===== config.mk =====
export PLATFORM = sky130hd
export DESIGN_NAME = seven_seg_mux_flat
export DESIGN_NICKNAME = d
export VERILOG_FILES = /design/src/rtl/seven_seg_pkg.sv /design/src/rtl/seven_seg_mux_if.sv /design/src/rtl/seven_seg_decode.sv /design/src/rtl/seven_seg_mux.sv /design/src/flat_wrapper.sv
export SDC_FILE = /design/constraint.sdc
export NUM_CORES = 1
export LEC_CHECK = 0
export ABC_CLOCK_PERIOD_IN_PS = 7890
export CAP_MARGIN = 20
export CORE_MARGIN = 1
export CORE_UTILIZATION = 60
export CTS_CLUSTER_DIAMETER = 150
export CTS_CLUSTER_SIZE = 40
export DETAILED_ROUTE_END_ITERATION = 8
export PLACE_DENSITY = 0.84
export RECOVER_POWER = 25
export SKIP_CTS_REPAIR_TIMING = 1
export SYNTH_ARGS = -nofsm -noshare
export SYNTH_HDL_FRONTEND = slang
export SYNTH_SLANG_ARGS = --single-unit

===== constraint.sdc =====
create_clock -name clkin_50 -period 7.89 [get_ports clkin_50]
set_input_delay 1.578 -clock clkin_50 [delete_from_list [all_inputs] [get_ports clkin_50]]
set_output_delay 1.578 -clock clkin_50 [all_outputs]
set_load 0.02 [all_outputs]

===== src/rtl/seven_seg_pkg.sv =====
// seven_seg_pkg: shared definitions for the multiplexed seven-segment driver.
//   - segment bit indices within the {g,f,e,d,c,b,a} bus
//   - 16-entry hex-to-segment table (active-high, bit 0 = segment a)
//   - scan FSM state enum
//   - cnt_width(): register width needed to count 0..n-1
package seven_seg_pkg;

  localparam int SEG_A = 0;
  localparam int SEG_B = 1;
  localparam int SEG_C = 2;
  localparam int SEG_D = 3;
  localparam int SEG_E = 4;
  localparam int SEG_F = 5;
  localparam int SEG_G = 6;

  // Index 15 first: F, E, d, C, b, A, 9, 8, 7, 6, 5, 4, 3, 2, 1, 0
  localparam logic [15:0][6:0] HEX_SEG = {
    7'h71, 7'h79, 7'h5E, 7'h39, 7'h7C, 7'h77, 7'h6F, 7'h7F,
    7'h07, 7'h7D, 7'h6D, 7'h66, 7'h4F, 7'h5B, 7'h06, 7'h3F
  };

  typedef enum logic [1:0] {
    IDLE  = 2'd0,
    BLANK = 2'd1,
    DRIVE = 2'd2
  } state_t;

  function automatic int cnt_width(input int n);
    return (n <= 2) ? 1 : $clog2(n);
  endfunction

endpackage


===== src/rtl/seven_seg_mux_if.sv =====
// seven_seg_mux_if: display-value input and display-pin output bundle.
//   master: producer of enable/load/value/dp_in/minus_in, consumer of pins
//   slave : the driver (seven_seg_mux)
// Signals: enable, load, value[4N], dp_in[N], minus_in (to driver);
//          seven_seg_sel[N], seg[7], seven_seg_dp, seven_seg_minus,
//          frame_done (from driver).
interface seven_seg_mux_if #(
  parameter int NUM_DIGITS = 4
) ();
  logic                    enable;
  logic                    load;
  logic [4*NUM_DIGITS-1:0] value;
  logic [NUM_DIGITS-1:0]   dp_in;
  logic                    minus_in;
  logic [NUM_DIGITS-1:0]   seven_seg_sel;
  logic [6:0]              seg;
  logic                    seven_seg_dp;
  logic                    seven_seg_minus;
  logic                    frame_done;

  modport master (
    output enable, load, value, dp_in, minus_in,
    input  seven_seg_sel, seg, seven_seg_dp, seven_seg_minus, frame_done
  );

  modport slave (
    input  enable, load, value, dp_in, minus_in,
    output seven_seg_sel, seg, seven_seg_dp, seven_seg_minus, frame_done
  );
endinterface


===== src/rtl/seven_seg_decode.sv =====
// seven_seg_decode: combinational hex nibble to segment pattern, active-high.
// Ports: i_nibble (hex digit), i_blank (force all segments off),
//        o_seg {g,f,e,d,c,b,a}.
module seven_seg_decode
  import seven_seg_pkg::*;
(
  input  logic [3:0] i_nibble,
  input  logic       i_blank,
  output logic [6:0] o_seg
);
  logic [6:0] w_pat;

  assign w_pat = HEX_SEG[i_nibble];
  assign o_seg = i_blank ? 7'h00
                         : {w_pat[SEG_G], w_pat[SEG_F], w_pat[SEG_E], w_pat[SEG_D],
                            w_pat[SEG_C], w_pat[SEG_B], w_pat[SEG_A]};
endmodule


===== src/rtl/seven_seg_mux.sv =====
// seven_seg_mux: time-multiplexed N-digit seven-segment driver.
// Each digit slot is DIV = CLK_HZ/SCAN_HZ cycles: BLANK_CYCLES with all
// selects off (anti-ghosting), then the digit's select driven. The shown
// value is double-buffered: loads land in a pending register and reach the
// active register only at frame boundaries.
// Ports: clkin_50 (clock), cpu_reset (sync, active-high),
//        bus (seven_seg_mux_if.slave: enable/load/value/dp_in/minus_in in,
//        seven_seg_sel/seg/seven_seg_dp/seven_seg_minus/frame_done out).
// Build option: SEVEN_SEG_LZB_EN enables leading-zero blanking.
//
// state | meaning
// IDLE  | scanning off, all outputs inactive
// BLANK | start of slot, selects off, segments pre-driven for current digit
// DRIVE | current digit's select asserted until slot end
module seven_seg_mux
  import seven_seg_pkg::*;
#(
  parameter int NUM_DIGITS     = 4,
  parameter int CLK_HZ         = 50000000,
  parameter int SCAN_HZ        = 1000,
  parameter int BLANK_CYCLES   = 16,
  parameter bit SEG_ACTIVE_LOW = 1'b1,
  parameter bit SEL_ACTIVE_LOW = 1'b1
) (
  input logic              clkin_50,
  input logic              cpu_reset,
  seven_seg_mux_if.slave   bus
);
  localparam int DIV = CLK_HZ / SCAN_HZ;
  localparam int CW  = cnt_width(DIV);
  localparam int DW  = cnt_width(NUM_DIGITS);

  localparam logic [CW-1:0] CNT_BLANK_END = CW'(BLANK_CYCLES - 1);
  localparam logic [CW-1:0] CNT_SLOT_END  = CW'(DIV - 1);
  localparam logic [DW-1:0] DIG_LAST      = DW'(NUM_DIGITS - 1);

  // XOR masks: an active-high pattern XOR the mask gives the pin level
  localparam logic [6:0]            SEG_OFF = {7{SEG_ACTIVE_LOW}};
  localparam logic [NUM_DIGITS-1:0] SEL_OFF = {NUM_DIGITS{SEL_ACTIVE_LOW}};

  state_t                  r_state, w_state_nxt;
  logic [CW-1:0]           r_cnt, w_cnt_nxt;
  logic [DW-1:0]           r_digit, w_digit_nxt;
  logic                    w_wrap, w_boundary;

  logic [4*NUM_DIGITS-1:0] r_pend_val, r_act_val, w_act_val_nxt;
  logic [NUM_DIGITS-1:0]   r_pend_dp, r_act_dp, w_act_dp_nxt;
  logic                    r_pend_minus, r_act_minus, w_act_minus_nxt;

  logic [3:0]              w_nib;
  logic                    w_dp_bit, w_blank;
  logic [NUM_DIGITS-1:0]   w_onehot, w_blank_mask;
  logic [6:0]              w_seg_raw, w_seg_on;
  logic [NUM_DIGITS-1:0]   w_sel_on;
  logic                    w_dp_on, w_minus_on;

  logic [NUM_DIGITS-1:0]   r_sel;
  logic [6:0]              r_seg;
  logic                    r_dp, r_minus, r_frame_done;

  always_ff @(posedge clkin_50) begin
    if (cpu_reset) begin
      r_state      <= IDLE;
      r_cnt        <= '0;
      r_digit      <= '0;
      r_pend_val   <= '0;
      r_pend_dp    <= '0;
      r_pend_minus <= 1'b0;
      r_act_val    <= '0;
      r_act_dp     <= '0;
      r_act_minus  <= 1'b0;
      r_sel        <= SEL_OFF;
      r_seg        <= SEG_OFF;
      r_dp         <= SEG_ACTIVE_LOW;
      r_minus      <= SEG_ACTIVE_LOW;
      r_frame_done <= 1'b0;
    end else begin
      r_state     <= w_state_nxt;
      r_cnt       <= w_cnt_nxt;
      r_digit     <= w_digit_nxt;
      if (bus.load) begin
        r_pend_val   <= bus.value;
        r_pend_dp    <= bus.dp_in;
        r_pend_minus <= bus.minus_in;
      end
      r_act_val    <= w_act_val_nxt;
      r_act_dp     <= w_act_dp_nxt;
      r_act_minus  <= w_act_minus_nxt;
      r_sel        <= w_sel_on ^ SEL_OFF;
      r_seg        <= w_seg_on ^ SEG_OFF;
      r_dp         <= w_dp_on ^ SEG_ACTIVE_LOW;
      r_minus      <= w_minus_on ^ SEG_ACTIVE_LOW;
      r_frame_done <= w_wrap;
    end
  end

  always_comb begin
    w_state_nxt = r_state;
    w_cnt_nxt   = r_cnt;
    w_digit_nxt = r_digit;
    w_wrap      = 1'b0;
    w_boundary  = 1'b0;
    if (!bus.enable) begin
      w_state_nxt = IDLE;
      w_cnt_nxt   = '0;
      w_digit_nxt = '0;
    end else begin
      unique case (r_state)
        IDLE: begin
          w_state_nxt = BLANK;
          w_cnt_nxt   = '0;
          w_digit_nxt = '0;
          w_boundary  = 1'b1;
        end
        BLANK: begin
          w_cnt_nxt = r_cnt + 1'b1;
          if (r_cnt == CNT_BLANK_END) w_state_nxt = DRIVE;
        end
        DRIVE: begin
          if (r_cnt == CNT_SLOT_END) begin
            w_state_nxt = BLANK;
            w_cnt_nxt   = '0;
            if (r_digit == DIG_LAST) begin
              w_digit_nxt = '0;
              w_wrap      = 1'b1;
              w_boundary  = 1'b1;
            end else begin
              w_digit_nxt = r_digit + 1'b1;
            end
          end else begin
            w_cnt_nxt = r_cnt + 1'b1;
          end
        end
        default: w_state_nxt = IDLE;
      endcase
    end
  end

  // A load sampled on the boundary edge bypasses the pending register
  always_comb begin
    w_act_val_nxt   = r_act_val;
    w_act_dp_nxt    = r_act_dp;
    w_act_minus_nxt = r_act_minus;
    if (w_boundary) begin
      w_act_val_nxt   = bus.load ? bus.value    : r_pend_val;
      w_act_dp_nxt    = bus.load ? bus.dp_in    : r_pend_dp;
      w_act_minus_nxt = bus.load ? bus.minus_in : r_pend_minus;
    end
  end

`ifdef SEVEN_SEG_LZB_EN
  logic w_lead;

  // Walk from the most significant digit; digit 0 always stays visible
  always_comb begin
    w_lead       = 1'b1;
    w_blank_mask = '0;
    for (int i = NUM_DIGITS - 1; i >= 1; i--) begin
      if (w_lead && (w_act_val_nxt[4*i +: 4] == 4'h0) && !w_act_dp_nxt[i])
        w_blank_mask[i] = 1'b1;
      else
        w_lead = 1'b0;
    end
  end
`else
  assign w_blank_mask = '0;
`endif

  // Outputs are computed from next-cycle state so the registered pins line
  // up with the state they describe.
  always_comb begin
    w_nib    = 4'h0;
    w_dp_bit = 1'b0;
    w_blank  = 1'b0;
    w_onehot = '0;
    for (int i = 0; i < NUM_DIGITS; i++) begin
      if (w_digit_nxt == DW'(i)) begin
        w_nib       = w_act_val_nxt[4*i +: 4];
        w_dp_bit    = w_act_dp_nxt[i];
        w_blank     = w_blank_mask[i];
        w_onehot[i] = 1'b1;
      end
    end
  end

  seven_seg_decode u_decode (
    .i_nibble (w_nib),
    .i_blank  (w_blank),
    .o_seg    (w_seg_raw)
  );

  always_comb begin
    w_seg_on   = (w_state_nxt != IDLE) ? w_seg_raw : 7'h00;
    w_sel_on   = (w_state_nxt == DRIVE) ? w_onehot : '0;
    w_dp_on    = (w_state_nxt == DRIVE) && w_dp_bit;
    w_minus_on = (w_state_nxt != IDLE) && w_act_minus_nxt;
  end

  assign bus.seven_seg_sel   = r_sel;
  assign bus.seg             = r_seg;
  assign bus.seven_seg_dp    = r_dp;
  assign bus.seven_seg_minus = r_minus;
  assign bus.frame_done      = r_frame_done;

endmodule


===== src/flat_wrapper.sv =====
// flat-port wrapper written by rule: the top's interface ports become plain ports
module seven_seg_mux_flat import seven_seg_pkg::*;
#(
  parameter int NUM_DIGITS     = 4,
  parameter int CLK_HZ         = 50000000,
  parameter int SCAN_HZ        = 1000,
  parameter int BLANK_CYCLES   = 16,
  parameter bit SEG_ACTIVE_LOW = 1'b1,
  parameter bit SEL_ACTIVE_LOW = 1'b1
)
  (clkin_50, cpu_reset, bus_enable, bus_load, bus_value, bus_dp_in, bus_minus_in, bus_seven_seg_sel, bus_seg, bus_seven_seg_dp, bus_seven_seg_minus, bus_frame_done);
  seven_seg_mux_if #(.NUM_DIGITS(NUM_DIGITS)) bus_i ();
  input logic clkin_50;
  input logic cpu_reset;
  input wire logic [$bits(bus_i.enable)-1:0] bus_enable;
  input wire logic [$bits(bus_i.load)-1:0] bus_load;
  input wire logic [$bits(bus_i.value)-1:0] bus_value;
  input wire logic [$bits(bus_i.dp_in)-1:0] bus_dp_in;
  input wire logic [$bits(bus_i.minus_in)-1:0] bus_minus_in;
  output wire logic [$bits(bus_i.seven_seg_sel)-1:0] bus_seven_seg_sel;
  output wire logic [$bits(bus_i.seg)-1:0] bus_seg;
  output wire logic [$bits(bus_i.seven_seg_dp)-1:0] bus_seven_seg_dp;
  output wire logic [$bits(bus_i.seven_seg_minus)-1:0] bus_seven_seg_minus;
  output wire logic [$bits(bus_i.frame_done)-1:0] bus_frame_done;
  assign bus_i.enable = bus_enable;
  assign bus_i.load = bus_load;
  assign bus_i.value = bus_value;
  assign bus_i.dp_in = bus_dp_in;
  assign bus_i.minus_in = bus_minus_in;
  assign bus_seven_seg_sel = bus_i.seven_seg_sel;
  assign bus_seg = bus_i.seg;
  assign bus_seven_seg_dp = bus_i.seven_seg_dp;
  assign bus_seven_seg_minus = bus_i.seven_seg_minus;
  assign bus_frame_done = bus_i.frame_done;
  seven_seg_mux #(.NUM_DIGITS(NUM_DIGITS), .CLK_HZ(CLK_HZ), .SCAN_HZ(SCAN_HZ), .BLANK_CYCLES(BLANK_CYCLES), .SEG_ACTIVE_LOW(SEG_ACTIVE_LOW), .SEL_ACTIVE_LOW(SEL_ACTIVE_LOW)) u_core (.clkin_50(clkin_50), .cpu_reset(cpu_reset), .bus(bus_i));
endmodule

Yosys cells after proc, flatten, opt, wreduce, memory -nomap -nowiden
Memories as Yosys holds them, arrays and structs flattened. Cells that the tools add are included.

Memories: 1. Output and inout bits: 14. Register bits: 76. ROM bits: 112. RAM bits: 0. Latch bits: 0.

Memory list: (name not given) (words 16, bits a word 7, read ports 1, clocked after Yosys merged registers in 0, write ports 0, line seven_seg_decode.sv:13) `assign w_pat = HEX_SEG[i_nibble];`.

Divide/modulo/power cells: 0. $mul: 0. Mux-type cells: 35. Add/subtract/negate cells: 2. Shifts and indexed selects: 0. Magnitude comparators: 1. Bitwise operators: 6. Eq/ne operators: 9. Reduce and logical (&&, ||, !) cells: 8.

Operators by type and width (count): 2-to-1 mux 16 bit (3); case mux 16 bit (3 select lines) (1); 2-to-1 mux 4 bit (7); adder 16 x 1 -> 16 bit, second input constant (1); equality test 16 bit, second input constant (1); equality test 16 x 4 -> 1 bit, second input constant (1); 2-to-1 mux 7 bit (2); 2-to-1 mux 1 bit (13); 2-to-1 mux 2 bit (6); equality test 2 bit, second input constant (5); inverter 7 bit (1); case mux 2 bit (3 select lines) (1); less-than comparator 4 x 5 -> 1 bit, second input constant (1); equality test 2 x 1 -> 1 bit, second input constant (2); zero test 2 bit (2); inverter 1 bit (4); inverter 4 bit (1); case mux 2 bit (2 select lines) (1); nonzero test 3 bit (1); OR reduction 3 bit (1); adder 2 x 1 -> 2 bit, second input constant (1); logical AND 1 bit (2); case mux 1 bit (2 select lines) (1); nonzero test 2 bit (1); OR reduction 2 bit (1).

Longest topological paths before layout
Gate-level depths: netlist of the first run.

Depth after elaboration: 14. Mapped depth: 16.

Hierarchy
A second synthesis of the first run with hierarchy kept.

Cells, all modules: 387. Area, all modules: 3439.5 µm².

By module, submodules not included: seven_seg_mux (seq. area each 1521.5 µm², cells an instance 352, instances 1, area each 3173.0 µm²); seven_seg_decode (seq. area each 0.0 µm², cells an instance 35, instances 1, area each 266.5 µm²).

Worst setup path before layout of the first run
OpenSTA, ideal clock, no wires.

Path kind: in2reg. From: input bus_load. To: register u_core.r_seg[3], in the netlist u_core.bus.seg[3]. Stages on the path: 12. Arrival time: 4171 ps. Buffers on the path: 2. Library setup time: 122 ps. Slack: 3597 ps. Required time: 7768 ps. Cells stage by stage: buf_1 > buf_1 > mux2_2 > mux2i_1 > o22ai_1 > o21ai_1 > inv_1 > ha_1 > inv_1 > o31ai_1 > a21boi_0 > o32a_1.

Longest elaborated chain between the ends: 10.

RTL lines: start: declaration (line flat_wrapper.sv:16) `input wire logic [$bits(bus_i.load)-1:0] bus_load;`; 2-to-1 mux 16 bit (*) (line seven_seg_mux.sv:145) `w_act_val_nxt = bus.load ? bus.value : r_pend_val;`; 2-to-1 mux 16 bit (*) (line seven_seg_mux.sv:144) `if (w_boundary) begin`; 2-to-1 mux 4 bit (3 in a row) (line seven_seg_mux.sv:177) `if (w_digit_nxt == DW'(i)) begin`; 2-to-1 mux 4 bit (*) (line seven_seg_mux.sv:177); memory read (16 x 7 bit) (*); 2-to-1 mux 7 bit (not written as such) (*) (line seven_seg_decode.sv:13); 2-to-1 mux 7 bit (*) (line seven_seg_mux.sv:193) `w_seg_on = (w_state_nxt != IDLE) ? w_seg_raw : 7'h00;`; inverter 7 bit (no source line) (*); end signal: assignment (line seven_seg_mux.sv:90) `r_seg <= w_seg_on ^ SEG_OFF;`; end: declaration (line seven_seg_mux.sv:58) `logic [6:0] r_seg;`.

Every way passes the cells marked *; elsewhere a longest branch is shown, timed or not. The select of a mux whose other input is x is not followed. A chain may end at the register's enable or synchronous reset.

Worst setup path in the final report of the first run
From: input bus_enable. To: register u_core.r_seg[0], in the netlist u_core.bus.seg[0].

Longest elaborated chain between the ends: 10.

RTL lines: start: declaration (line flat_wrapper.sv:15) `input wire logic [$bits(bus_i.enable)-1:0] bus_enable;`; 2-to-1 mux 1 bit / 2-to-1 mux 2 bit (equally long branches) (line seven_seg_mux.sv:103) `if (!bus.enable) begin`; 2-to-1 mux 16 bit / zero test 2 bit (equally long branches) (line seven_seg_mux.sv:144, seven_seg_mux.sv:177); 2-to-1 mux 4 bit (4 in a row) (line seven_seg_mux.sv:177); memory read (16 x 7 bit); 2-to-1 mux 7 bit (not written as such) (line seven_seg_decode.sv:13); 2-to-1 mux 7 bit (*) (line seven_seg_mux.sv:193); inverter 7 bit (no source line) (*).

Marks and branches as above.

==> results of run 1 <==
## state kept, by name (all words and copies together), names as in the netlist
name and count:
u_core.r_pend_minus 1, u_core.r_act_dp 4, u_core.bus.seg 7, u_core.r_act_val 16, u_core.r_cnt 16, u_core.r_state 2
u_core.r_pend_dp 4, u_core.r_pend_val 16, u_core.r_act_minus 1, u_core.r_digit 2, u_core.bus.frame_done 1, u_core.bus.seven_seg_sel 4
u_core.bus.seven_seg_minus 1, u_core.bus.seven_seg_dp 1
## per-layer routing
layer | up-vias | wire length (um) | GRT usage
li1 | 1456 | - | -
met1 | 1380 | 3425 | 0.3300
met2 | 88 | 3890 | 0.4402
met3 | 21 | 336 | 0.04343
met4 | 0 | 185 | 0.1218
met5 | - | 0 | 0
## Yosys cell counts, types with 2 or more instances
cell type,instances
buf_1,3
o31ai_1,3
clkbuf_1,10
dfxtp_1,76
or4_1,3
o21ai_1,8
mux2i_1,24
o31a_1,3
a21boi_0,2
nor4b_1,3
a31oi_1,3
inv_1,10
nor2_1,57
o221ai_1,4
nand2b_1,4
and3_1,7
and2_1,4
mux2_2,15
nand2_1,18
o22ai_1,2
a211oi_1,4
nor3_1,7
buf_2,3
a21o_1,3
nor4_1,2
nand4_1,2
or3_1,3
o21ai_0,7
a21oi_1,13
nand3_1,17
xnor2_1,6
nor3b_1,2
xor2_1,6
nor2b_1,17
ha_1,13
## cells by family (layout without fill, tap and decap cells)
logic type	Yosys count	count (layout)
mux	40	40
simple gates	156	156
flops	76	76
xor+xnor	12	12
compound gates	66	66
fa+ha+maj	13	13
buf+inv	27	65
## layout make-up
type | instances | area (um2) | area share
Timing Repair Buffer | 40 | 391.6 | 0.09211
Tap cell | 72 | 90.09 | 0.02119
Inverter | 10 | 37.54 | 0.008829
Sequential cell | 76 | 1521 | 0.3579
Clock inverter | 6 | 112.6 | 0.02649
Multi-Input combinational cell | 287 | 1974 | 0.4644
Clock buffer | 9 | 123.9 | 0.02913
## power by group through the flow
stage | registers [mW] | logic (mW) | clock network [mW]
CTS | 0.407 | 0.110 | 0.353
global placement | 0.414 | 0.104 | 0
global route | 0.408 | 0.118 | 0.369
floorplan | 0.418 | 0.0710 | 0
detailed placement | 0.415 | 0.108 | 0
finish | 0.407 | 0.109 | 0.349
## worst reg2reg max path: stages, from the launching register on
cell and delay, ns:
dfxtp_1 0.36, or4b_1 0.57, or4_4 0.58, o21ai_4 0.77, mux2i_1 0.39, o22ai_1 0.13, o21ai_1 0.50, inv_1 0.14
ha_1 0.29, inv_1 0.09, o31ai_1 0.09, o32ai_1 0.22, nor3_1 0.13
## stage by stage
step	total power [mW]	worst slack [ns]	hold slack (ns)	area, um2
6_report	0.8654	2.873	0.4992	4252
5_1_grt	0.8960	2.613	0.5345	4252
4_1_cts	0.8697	2.894	0.4992	4255
3_5_place_dp	0.5237	2.584	0.4812	4019
3_3_place_gp	0.5182	2.782	0.4739	4019
2_1_floorplan	0.4894	3.597	0.4555	3608
## how the worst max path moves through the flow
| stage | start | to | cells after the start |
|---|---|---|---|
| 3_3_place_gp | bus_enable | u_core.bus.seg[3] | 12 |
| 3_5_place_dp | bus_enable | u_core.bus.seg[3] | 12 |
| 4_1_cts | bus_enable | u_core.bus.seg[0] | 12 |
| 2_1_floorplan | bus_load | u_core.bus.seg[3] | 12 |
| 5_1_grt | bus_enable | u_core.bus.seg[3] | 12 |
| 6_report | bus_enable | u_core.bus.seg[0] | 12 |
==> metrics.csv, run 1 <==
stage,metric,value,unit
logic_synthesis,ys_types,61,
setup_path,r2r_start,u_core.r_cnt[11],
global_route,antenna_found_initial,0,
worst_hold_path,hold_start,u_core.r_cnt[0],
worst_hold_path,min_path_type,flop to flop,
logic_synthesis,synth_xor_area_frac,0.02913,
route,vias,2945,
setup_path,crit_chain,clkdlybuf4s50_1 > nand3_1 > o21ai_4 > mux2i_1 > o22ai_1 > o21ai_1 > inv_1 > ha_1 > inv_1 > o31ai_1 > o32ai_1 > nor3_1,
die,start_util,0.6396,
setup_path,cp_max_fo,30,
logic_synthesis,ys_top_cells_by_area,"dfxtp_1 42%, mux2i_1 6.7%, nor2_1 5.9%",
route,drt_iter0_markers,210,
power_and_ir_drop,powerDensity,203.5,mW/mm2
place,dp_hpwl,5442,um
flow_run,timing.max_cap.violations,1,
power_and_ir_drop,seqPwrFrac,0.470,
logic_synthesis,synth_top_family_by_area,simple AND/OR/NAND/NOR gates,
cells_and_area,final_cell_mix,"76 x dfxtp_1, 57 x nor2_1, 24 x mux2i_1",
timing,rsz0062_at_grt,no,
setup_path,cp_common_cell,inv_1,
logic_synthesis,synth_edf_count,0,
worst_hold_path,holdPathEnd,u_core.r_cnt[0],
setup_path,rr_worst_depth,12,
cells_and_area,final_cells,500,
power_and_ir_drop,leakagePower,1.634,nW
place,dp.cells,485,
setup_path,path_buf_inv,3,
die,pin_count,39,
setup_path,criticalPathCategory,input port to flop,
logic_synthesis,synth_seq_cells,76,
route,drtAntennaViolNets,0,
cells_and_area,antennaDiodeCount,0,
clocking,clockBufferDepth,2,
cells_and_area,layout_commonest_cell,dfxtp_1,
power_and_ir_drop,switching_power,0.2040,mW
power_and_ir_drop,vdd_drop_max,0.1151,mV
timing,setup_violations,0,
logic_synthesis,avgSynthCellArea,9.252,um2
worst_hold_path,min_path_cells,2,
timing,worst_slew_pin_slew,2.101,ns
setup_path,arrival,5.23,ns
clocking,clkSlewWorstSetupHoldPaths,0.07,ns
timing,tns,0,ns
setup_path,cp-start-kind,input port,
clocking,cts_root_buf,clkbuf_8,
clocking,htreeDepth,3,
timing,final-hold-violation-count,0,
logic_synthesis,seq_area_frac_synth,0.4216,
setup_path,cp_top_family,compound AO/OA/AOI/OAI gates,
timing,finalCritPeriodShare,0.6358,
die,die_h,79.55,um
place,portBuffers,38,
logic_synthesis,syn_nets,428,
logic_synthesis,yosysWarnings,0,
timing,fin_crit,5.017,ns
timing,fmax,0.1993,GHz
route,drt_pre_antenna_iters,5,
setup_path,worst-r2r-setup-slack,3.51,ns
global_route,grt_pass1_vias,2721,
die,placement_rows,27,
setup_path,cp_slowest_cell,o21ai_4,
clocking,tritoncts,done,
setup_path,max_stage_delay,0.79,ns
logic_synthesis,synth_ff_type,dfxtp_1,
setup_path,r2r-end,u_core.bus.seg[0],
power_and_ir_drop,power.share.switching,0.2358,
outcome,violations,"max-capacitance violations, max-slew violations",
die,core_area,0.005642,mm2
logic_synthesis,async_flop_share,0,
setup_path,critPathRequiredTime,8.11,ns
power_and_ir_drop,internal_power,0.6613,mW
global_route,grt_max_degree,49,
route,routed_wl,7838,um
cells_and_area,nets,462,
logic_synthesis,synthAdderAreaFrac,0.04508,
cells_and_area,area_delta_synth_final,17.82,%
power_and_ir_drop,power_frac_clock,0.404,
cells_and_area,drive_gt1_frac,0.09346,
timing,clock_skew,0.008959,ns
logic_synthesis,synth.area.mux_share,0.1175,
die,die_w,79.55,um
route,via_per_inst,5.890,
die,die_area,0.006328,mm2
setup_path,endpoint_kind,flop,
place,place.gp.congestion,0.8321,
power_and_ir_drop,p_comb_frac,0.126,
timing,slew_viol_final,49,
clocking,insertion_delay,0.35,ns
logic_synthesis,synth_top_area_frac,0.4216,
global_route,grt_overflow,0,
cells_and_area,fin_util,0.7536,
cells_and_area,fillers,410,
clocking,numCtsBuffers,9,
route,wire_per_inst,15.68,um
global_route,grt_first_pass_wirelength,12810,um
logic_synthesis,postSynthCellCount,390,
logic_synthesis,synth-compound-area-share,0.1321,
route,drc,0,
clocking,cts.sinks,76,
global_route,grt_usage,0.2634,
logic_synthesis,yosysTopAreaCell,dfxtp_1,
timing,relSlewSlack,-0.4004,
logic_synthesis,yosys.area_share.simple,0.2233,
logic_synthesis,syn_area,0.003608,mm2
outcome,status,"complete, but fails checks",
Power figures use the tool's default switching activity.
==> run 2: changes to the inputs <==
--- a/config.mk
+++ b/config.mk
@@ -5,14 +5,14 @@
 export SDC_FILE = /design/constraint.sdc
 export NUM_CORES = 1
 export LEC_CHECK = 0
-export ABC_CLOCK_PERIOD_IN_PS = 7890
+export ABC_CLOCK_PERIOD_IN_PS = 4800
 export CAP_MARGIN = 20
 export CORE_MARGIN = 1
-export CORE_UTILIZATION = 60
+export CORE_UTILIZATION = 56
 export CTS_CLUSTER_DIAMETER = 150
 export CTS_CLUSTER_SIZE = 40
 export DETAILED_ROUTE_END_ITERATION = 8
-export PLACE_DENSITY = 0.84
+export PLACE_DENSITY = 0.79
 export RECOVER_POWER = 25
 export SKIP_CTS_REPAIR_TIMING = 1
 export SYNTH_ARGS = -nofsm -noshare
==> constraint.sdc (replaced) <==
create_clock -name clkin_50 -period 4.8 [get_ports clkin_50]
set_input_delay 0.96 -clock clkin_50 [delete_from_list [all_inputs] [get_ports clkin_50]]
set_output_delay 0.96 -clock clkin_50 [all_outputs]
set_load 0.02 [all_outputs]
==> metrics.csv, run 2 (synthesized netlist as in run 1, its figures left out) <==
stage,metric,value,unit,change
flow_run,timing.max_cap.violations,0,,-1
global_route,grt_pass1_vias,2696,,-0.92%
cells_and_area,drive_gt1_frac,0.08966,,-0.003803
cells_and_area,antennaDiodeCount,0,,unchanged
setup_path,arrival,4.23,ns,-1.00 ns
route,drtAntennaViolNets,0,,unchanged
timing,setup_slack,0.8030,ns,-2.071 ns
clocking,cts_root_buf,clkbuf_8,,
clocking,clockBufferDepth,2,,unchanged
setup_path,cp_max_fo,15,,-50%
route,via_per_inst,5.722,,-2.9%
die,die_h,82.27,um,+3.4%
place,place.gp.congestion,0.8740,,+5.0%
die,die_w,82.27,um,+3.4%
route,met1_length,3640,um,+6.3%
clocking,cts.sinks,76,,unchanged
worst_hold_path,min_path_type,flop to flop,,
global_route,grt_usage,0.2452,,-0.01822
cells_and_area,area_delta_synth_final,17.55,%,
setup_path,criticalPathCategory,flop to flop,,
route,wire_per_inst,14.90,um,-4.9%
setup_path,cp_top_family,compound AO/OA/AOI/OAI gates,,
global_route,antenna_found_initial,0,,unchanged
timing,worst_slew_pin_slew,0.6364,ns,-1.464 ns
setup_path,startpoint,u_core.r_cnt[11],,
die,start_util,0.5954,,-0.04423
outcome,status,completed,,
clocking,htreeDepth,3,,unchanged
timing,fin_crit,3.997,ns,
setup_path,critPathRequiredTime,5.03,ns,-3.08 ns
cells_and_area,nets,468,,+1.3%
global_route,grt_overflow,0,,unchanged
power_and_ir_drop,vdd_drop_max,0.2195,mV,+91%
cells_and_area,final_cell_mix,"76 x dfxtp_1, 57 x nor2_1, 32 x clkdlybuf4s50_1",,
place,dpl-instance-area,0.004068,mm2,+1.2%
route,drt_iter0_markers,146,,-30%
setup_path,r2r_start,u_core.r_cnt[11],,
die,core_area,0.006061,mm2,+7.4%
timing,setup_violations,0,,unchanged
route,vias,2918,,-0.92%
timing,rsz0062_at_grt,no,,
worst_hold_path,hold_start,u_core.r_act_dp[3],,
timing,clock_skew,0.009246,ns,+0.0002869 ns
cells_and_area,reg.largest.list,"u_core.r_act_val x16, u_core.r_cnt x16, u_core.r_pend_val x16",,
place,portBuffers,38,,unchanged
timing,tns,0,ns,unchanged
place,post-place-ws,0.7280,ns,-1.856 ns
die,die_area,0.006768,mm2,+7.0%
setup_path,endpoint_kind,flop,,
global_route,grt_first_pass_wirelength,12480,um,-2.5%
power_and_ir_drop,leakagePower,1.654,nW,+1.2%
cells_and_area,fillers,468,,+14%
place,dp_hpwl,5549,um,+2.0%
route,drt_pre_antenna_iters,5,,unchanged
clocking,insertion_delay,0.34,ns,about the same
setup_path,cp-start-kind,flop,,
power_and_ir_drop,powerDensity,303.5,mW/mm2,+49%
setup_path,cp_slowest_cell,or4_1,,
setup_path,path_buf_inv,1,,-2
timing,final-hold-violation-count,0,,unchanged
route,routed.top_layer,met4,,
die,pin_count,39,,unchanged
global_route,grt_max_degree,48,,-2.0%
setup_path,crit_chain,or4b_1 > or4_1 > o21ai_4 > mux2i_1 > o22ai_1 > o21ai_1 > inv_1 > ha_1 > and2_1 > o32a_1,,
cells_and_area,design_area,0.004242,mm2,-0.24%
cells_and_area,layout_commonest_cell,dfxtp_1,,
timing,finalCritPeriodShare,0.8327,,
clocking,clkSlewWorstSetupHoldPaths,0.08,ns,about the same
clocking,numCtsBuffers,9,,unchanged
timing,relSlewSlack,0.5741,,+0.9746
route,routed_wl,7601,um,-3.0%
timing,slew_viol_final,0,,-100%
route,drc,0,,unchanged
route,wl_met2,3444,um,-11%
clocking,tritoncts,done,,
setup_path,max_stage_delay,0.62,ns,-0.17 ns
timing,fmax,0.2502,GHz,
die,placement_rows,28,,+3.7%
route,wl_met3,392,um,+17%
run 2: per-stage QoR:
step	instances	hold slack (ns)	power (mW)	utilization
floorplan	390	0.4555	0.8044	-
detailed placement	494	0.4813	0.8623	0.6711
global route	510	0.5251	1.349	0.6998
CTS	510	0.4993	1.299	0.7005
global placement	494	0.4755	0.8556	0.6711
finish	510	0.4966	1.287	0.6998
run 2: worst min-delay path: cells and delay by family (launching register included):
kind,cells,cell delay [ns]
flops,1,0.31
simple gates,1,0.08
compound gates,1,0.08
run 2: final cells by class:
type	instances	area (um2)	area share
inverter	10	37.54	0.008850
sequential	76	1521	0.3587
multi-input combinational	287	1971	0.4646
tap	75	93.84	0.02212
clock buffer	11	141.4	0.03333
clock inverter	5	36.28	0.008555
timing repair buffer	46	440.4	0.1038
run 2: final timing paths:
path                         to  slack [ns]  cells past startpoint
min reg2reg  u_core.r_act_dp[3]        0.50                      2
max           u_core.bus.seg[3]        0.80                     10
min          u_core.r_act_dp[3]        0.50                      2
max reg2reg   u_core.bus.seg[3]        0.80                     10
run 2: layer usage:
metal | vias to the layer above | track usage
met4 | 0 | 0.09298
met2 | 95 | 0.3843
met5 | - | 0
met1 | 1344 | 0.3283
li1 | 1466 | -
met3 | 13 | 0.05385
run 2: report_power, final:
part	leakage (nW)	internal (mW)	switching, mW
clock	0.0820	0.203	0.239
sequential	0.622	0.659	0.00812
combinational	0.950	0.0855	0.0931
==> run 3: changes to the inputs <==
--- a/config.mk
+++ b/config.mk
@@ -5,14 +5,14 @@
 export SDC_FILE = /design/constraint.sdc
 export NUM_CORES = 1
 export LEC_CHECK = 0
-export ABC_CLOCK_PERIOD_IN_PS = 4800
+export ABC_CLOCK_PERIOD_IN_PS = 3600
 export CAP_MARGIN = 20
 export CORE_MARGIN = 1
-export CORE_UTILIZATION = 56
+export CORE_UTILIZATION = 51
 export CTS_CLUSTER_DIAMETER = 150
 export CTS_CLUSTER_SIZE = 40
 export DETAILED_ROUTE_END_ITERATION = 8
-export PLACE_DENSITY = 0.79
+export PLACE_DENSITY = 0.76
 export RECOVER_POWER = 25
 export SKIP_CTS_REPAIR_TIMING = 1
 export SYNTH_ARGS = -nofsm -noshare
==> constraint.sdc (replaced) <==
create_clock -name clkin_50 -period 3.6 [get_ports clkin_50]
set_input_delay 0.72 -clock clkin_50 [delete_from_list [all_inputs] [get_ports clkin_50]]
set_output_delay 0.72 -clock clkin_50 [all_outputs]
set_load 0.02 [all_outputs]
==> metrics.csv, run 3 (synthesized netlist as in run 1, its figures left out) <==
stage,metric,value,unit,change
outcome,status,"complete, but fails checks",,
outcome,violations,"max-capacitance violations, max-slew violations",,
die,die_area,0.007416,mm2,+9.6%
setup_path,rr_worst_depth,13,,+3
route,routed_wl,7862,um,+3.4%
timing,finalCritPeriodShare,0.9508,,+0.1181
route,drc,0,,unchanged
cells_and_area,fillers,589,,+26%
clocking,tritoncts,done,,
global_route,antenna_found_initial,0,,unchanged
global_route,use_met1,0.2971,,-0.03128
global_route,grt_pass1_vias,2678,,-0.67%
clocking,numCtsBuffers,9,,unchanged
global_route,grtUsageMet2,0.3543,,-0.03004
cells_and_area,ff_latch_area,0.001521,mm2,unchanged
timing,worst_slew_pin_slew,1.811,ns,+1.175 ns
setup_path,r2r-end,u_core.bus.seg[0],,
place,dpl-instance-area,0.004148,mm2,+2.0%
place,dp.cells,520,,+5.3%
clocking,cts_root_buf,clkbuf_8,,
worst_hold_path,min_path_type,flop to flop,,
route,drtAntennaViolNets,0,,unchanged
setup_path,startpoint,u_core.r_cnt[11],,
setup_path,critPathRequiredTime,3.88,ns,-1.15 ns
timing,slew_viol_final,44,,+44
power_and_ir_drop,powerDensity,422.2,mW/mm2,+39%
route,drt_iter0_markers,107,,-27%
cells_and_area,layout_commonest_cell,dfxtp_1,,
setup_path,criticalPathCategory,flop to flop,,
die,die_w,86.12,um,+4.7%
global_route,grt_max_degree,44,,-8.3%
timing,fin_crit,3.423,ns,-0.5740 ns
die,pin_count,39,,unchanged
setup_path,arrival,3.70,ns,-0.53 ns
cells_and_area,antennaDiodeCount,0,,unchanged
power_and_ir_drop,leakagePower,1.706,nW,+3.1%
setup_path,worstSetupEndpoint,u_core.bus.seg[0],,
timing,clock_skew,0.007985,ns,-0.001261 ns
place,portBuffers,38,,unchanged
timing,rsz0062_at_grt,no,,
cells_and_area,final_cells,535,,+4.9%
clocking,htreeDepth,3,,unchanged
power_and_ir_drop,vdd_drop_max,0.2936,mV,+34%
cells_and_area,final_cell_mix,"76 x dfxtp_1, 57 x nor2_1, 37 x clkdlybuf4s50_1",,
timing,relSlewSlack,-0.2074,,-0.7815
cells_and_area,drive_gt1_frac,0.1321,,+0.04246
global_route,top_usage_layer,met2,,
route,drt_pre_antenna_iters,4,,-1
setup_path,cp_max_fo,16,,+1
clocking,insertion_delay,0.35,ns,about the same
die,die_h,86.12,um,+4.7%
setup_path,cp-start-kind,flop,,
cells_and_area,reg.largest.list,"u_core.r_act_val x16, u_core.r_cnt x16, u_core.r_pend_val x16",,
die,core_area,0.006832,mm2,+13%
die,start_util,0.5282,,-0.06717
setup_path,endpoint_kind,flop,,
die,placement_rows,30,,+7.1%
timing,final-hold-violation-count,0,,unchanged
setup_path,worst-r2r-setup-slack,0.18,ns,-0.63 ns
cells_and_area,design_area,0.004385,mm2,+3.4%
cells_and_area,multi_input_comb_area,0.002008,mm2,+1.9%
cells_and_area,nets,473,,+1.1%
flow_run,timing.max_cap.violations,1,,+1
clocking,clkSlewWorstSetupHoldPaths,0.08,ns,about the same
clocking,clockBufferDepth,2,,unchanged
timing,fmax,0.2921,GHz,+17%
cells_and_area,fin_util,0.6419,,-0.05789
timing,tns,0,ns,unchanged
place,place.gp.congestion,0.9238,,+5.7%
setup_path,r2r_start,u_core.r_cnt[11],,
cells_and_area,area_delta_synth_final,21.53,%,
global_route,grt_first_pass_wirelength,12880,um,+3.2%
timing,setup_violations,0,,unchanged
clocking,cts.sinks,76,,unchanged
place,dp_hpwl,5779,um,+4.2%
route,via_per_inst,5.535,,-3.3%
timing,timing.hold.ws,0.5017,ns,+0.005089 ns
route,wire_per_inst,14.70,um,-1.4%
route,vias,2961,,+1.5%
global_route,grt_util_met3,0.04620,,-0.007648
global_route,grt_usage,0.2222,,-0.02296
global_route,grt_overflow,0,,unchanged
## run 3: worst min path at each step
stage,start,end,slack (ns),cells past startpoint
floorplan,u_core.r_act_val[8],u_core.r_act_val[8],0.46,2
global placement,u_core.r_pend_minus,u_core.r_pend_minus,0.48,2
detailed placement,u_core.r_act_val[9],u_core.r_act_val[9],0.48,2
CTS,u_core.r_act_val[9],u_core.r_act_val[9],0.50,2
global route,u_core.r_act_val[11],u_core.r_act_val[11],0.52,2
finish,u_core.r_pend_dp[1],u_core.r_pend_dp[1],0.50,2
## run 3: layer usage
layer	wire (um)	vias to the layer above
met5	0	-
met2	3692	77
li1	-	1479
met1	3712	1398
met4	80	0
met3	376	7
## run 3: worst max-delay path: stages, from the launching register on
cell and delay [ns]:
dfxtp_1 0.35, or4b_1 0.55, or4_4 0.59, o21ai_4 0.19, buf_12 0.19, mux2i_4 0.28
o22ai_1 0.12, o21ai_2 0.20, buf_4 0.16, ha_2 0.21, inv_1 0.06, o31ai_1 0.08
o32ai_1 0.13, nor3_1 0.21
## run 3: metrics by stage
| stage | worst slack (ns) | total power [mW] |
|---|---|---|
| final | 0.1770 | 1.852 |
| after global routing | 0.0004081 | 1.923 |
| after CTS | 0.06742 | 1.854 |
| after detailed placement | -0.04626 | 1.161 |
| after global placement | 0.03428 | 1.153 |
| after floorplan | 0.05715 | 1.073 |
## run 3: cell type report
type                    instances  share of cell area
inverters                      10            0.008559
clock inverters                 6             0.01997
clock buffers                   9             0.02825
flip-flops and latches         76              0.3469
well taps                      96             0.02739
repair buffers                 51              0.1110
multi-input cells             287              0.4579
## run 3: power by group
part | internal (mW) | total, mW | switching [mW]
Combinational | 0.128 | 0.259 | 0.131
Sequential | 0.879 | 0.891 | 0.0124
Clock | 0.387 | 0.702 | 0.315
Total | 1.39 | 1.85 | 0.458
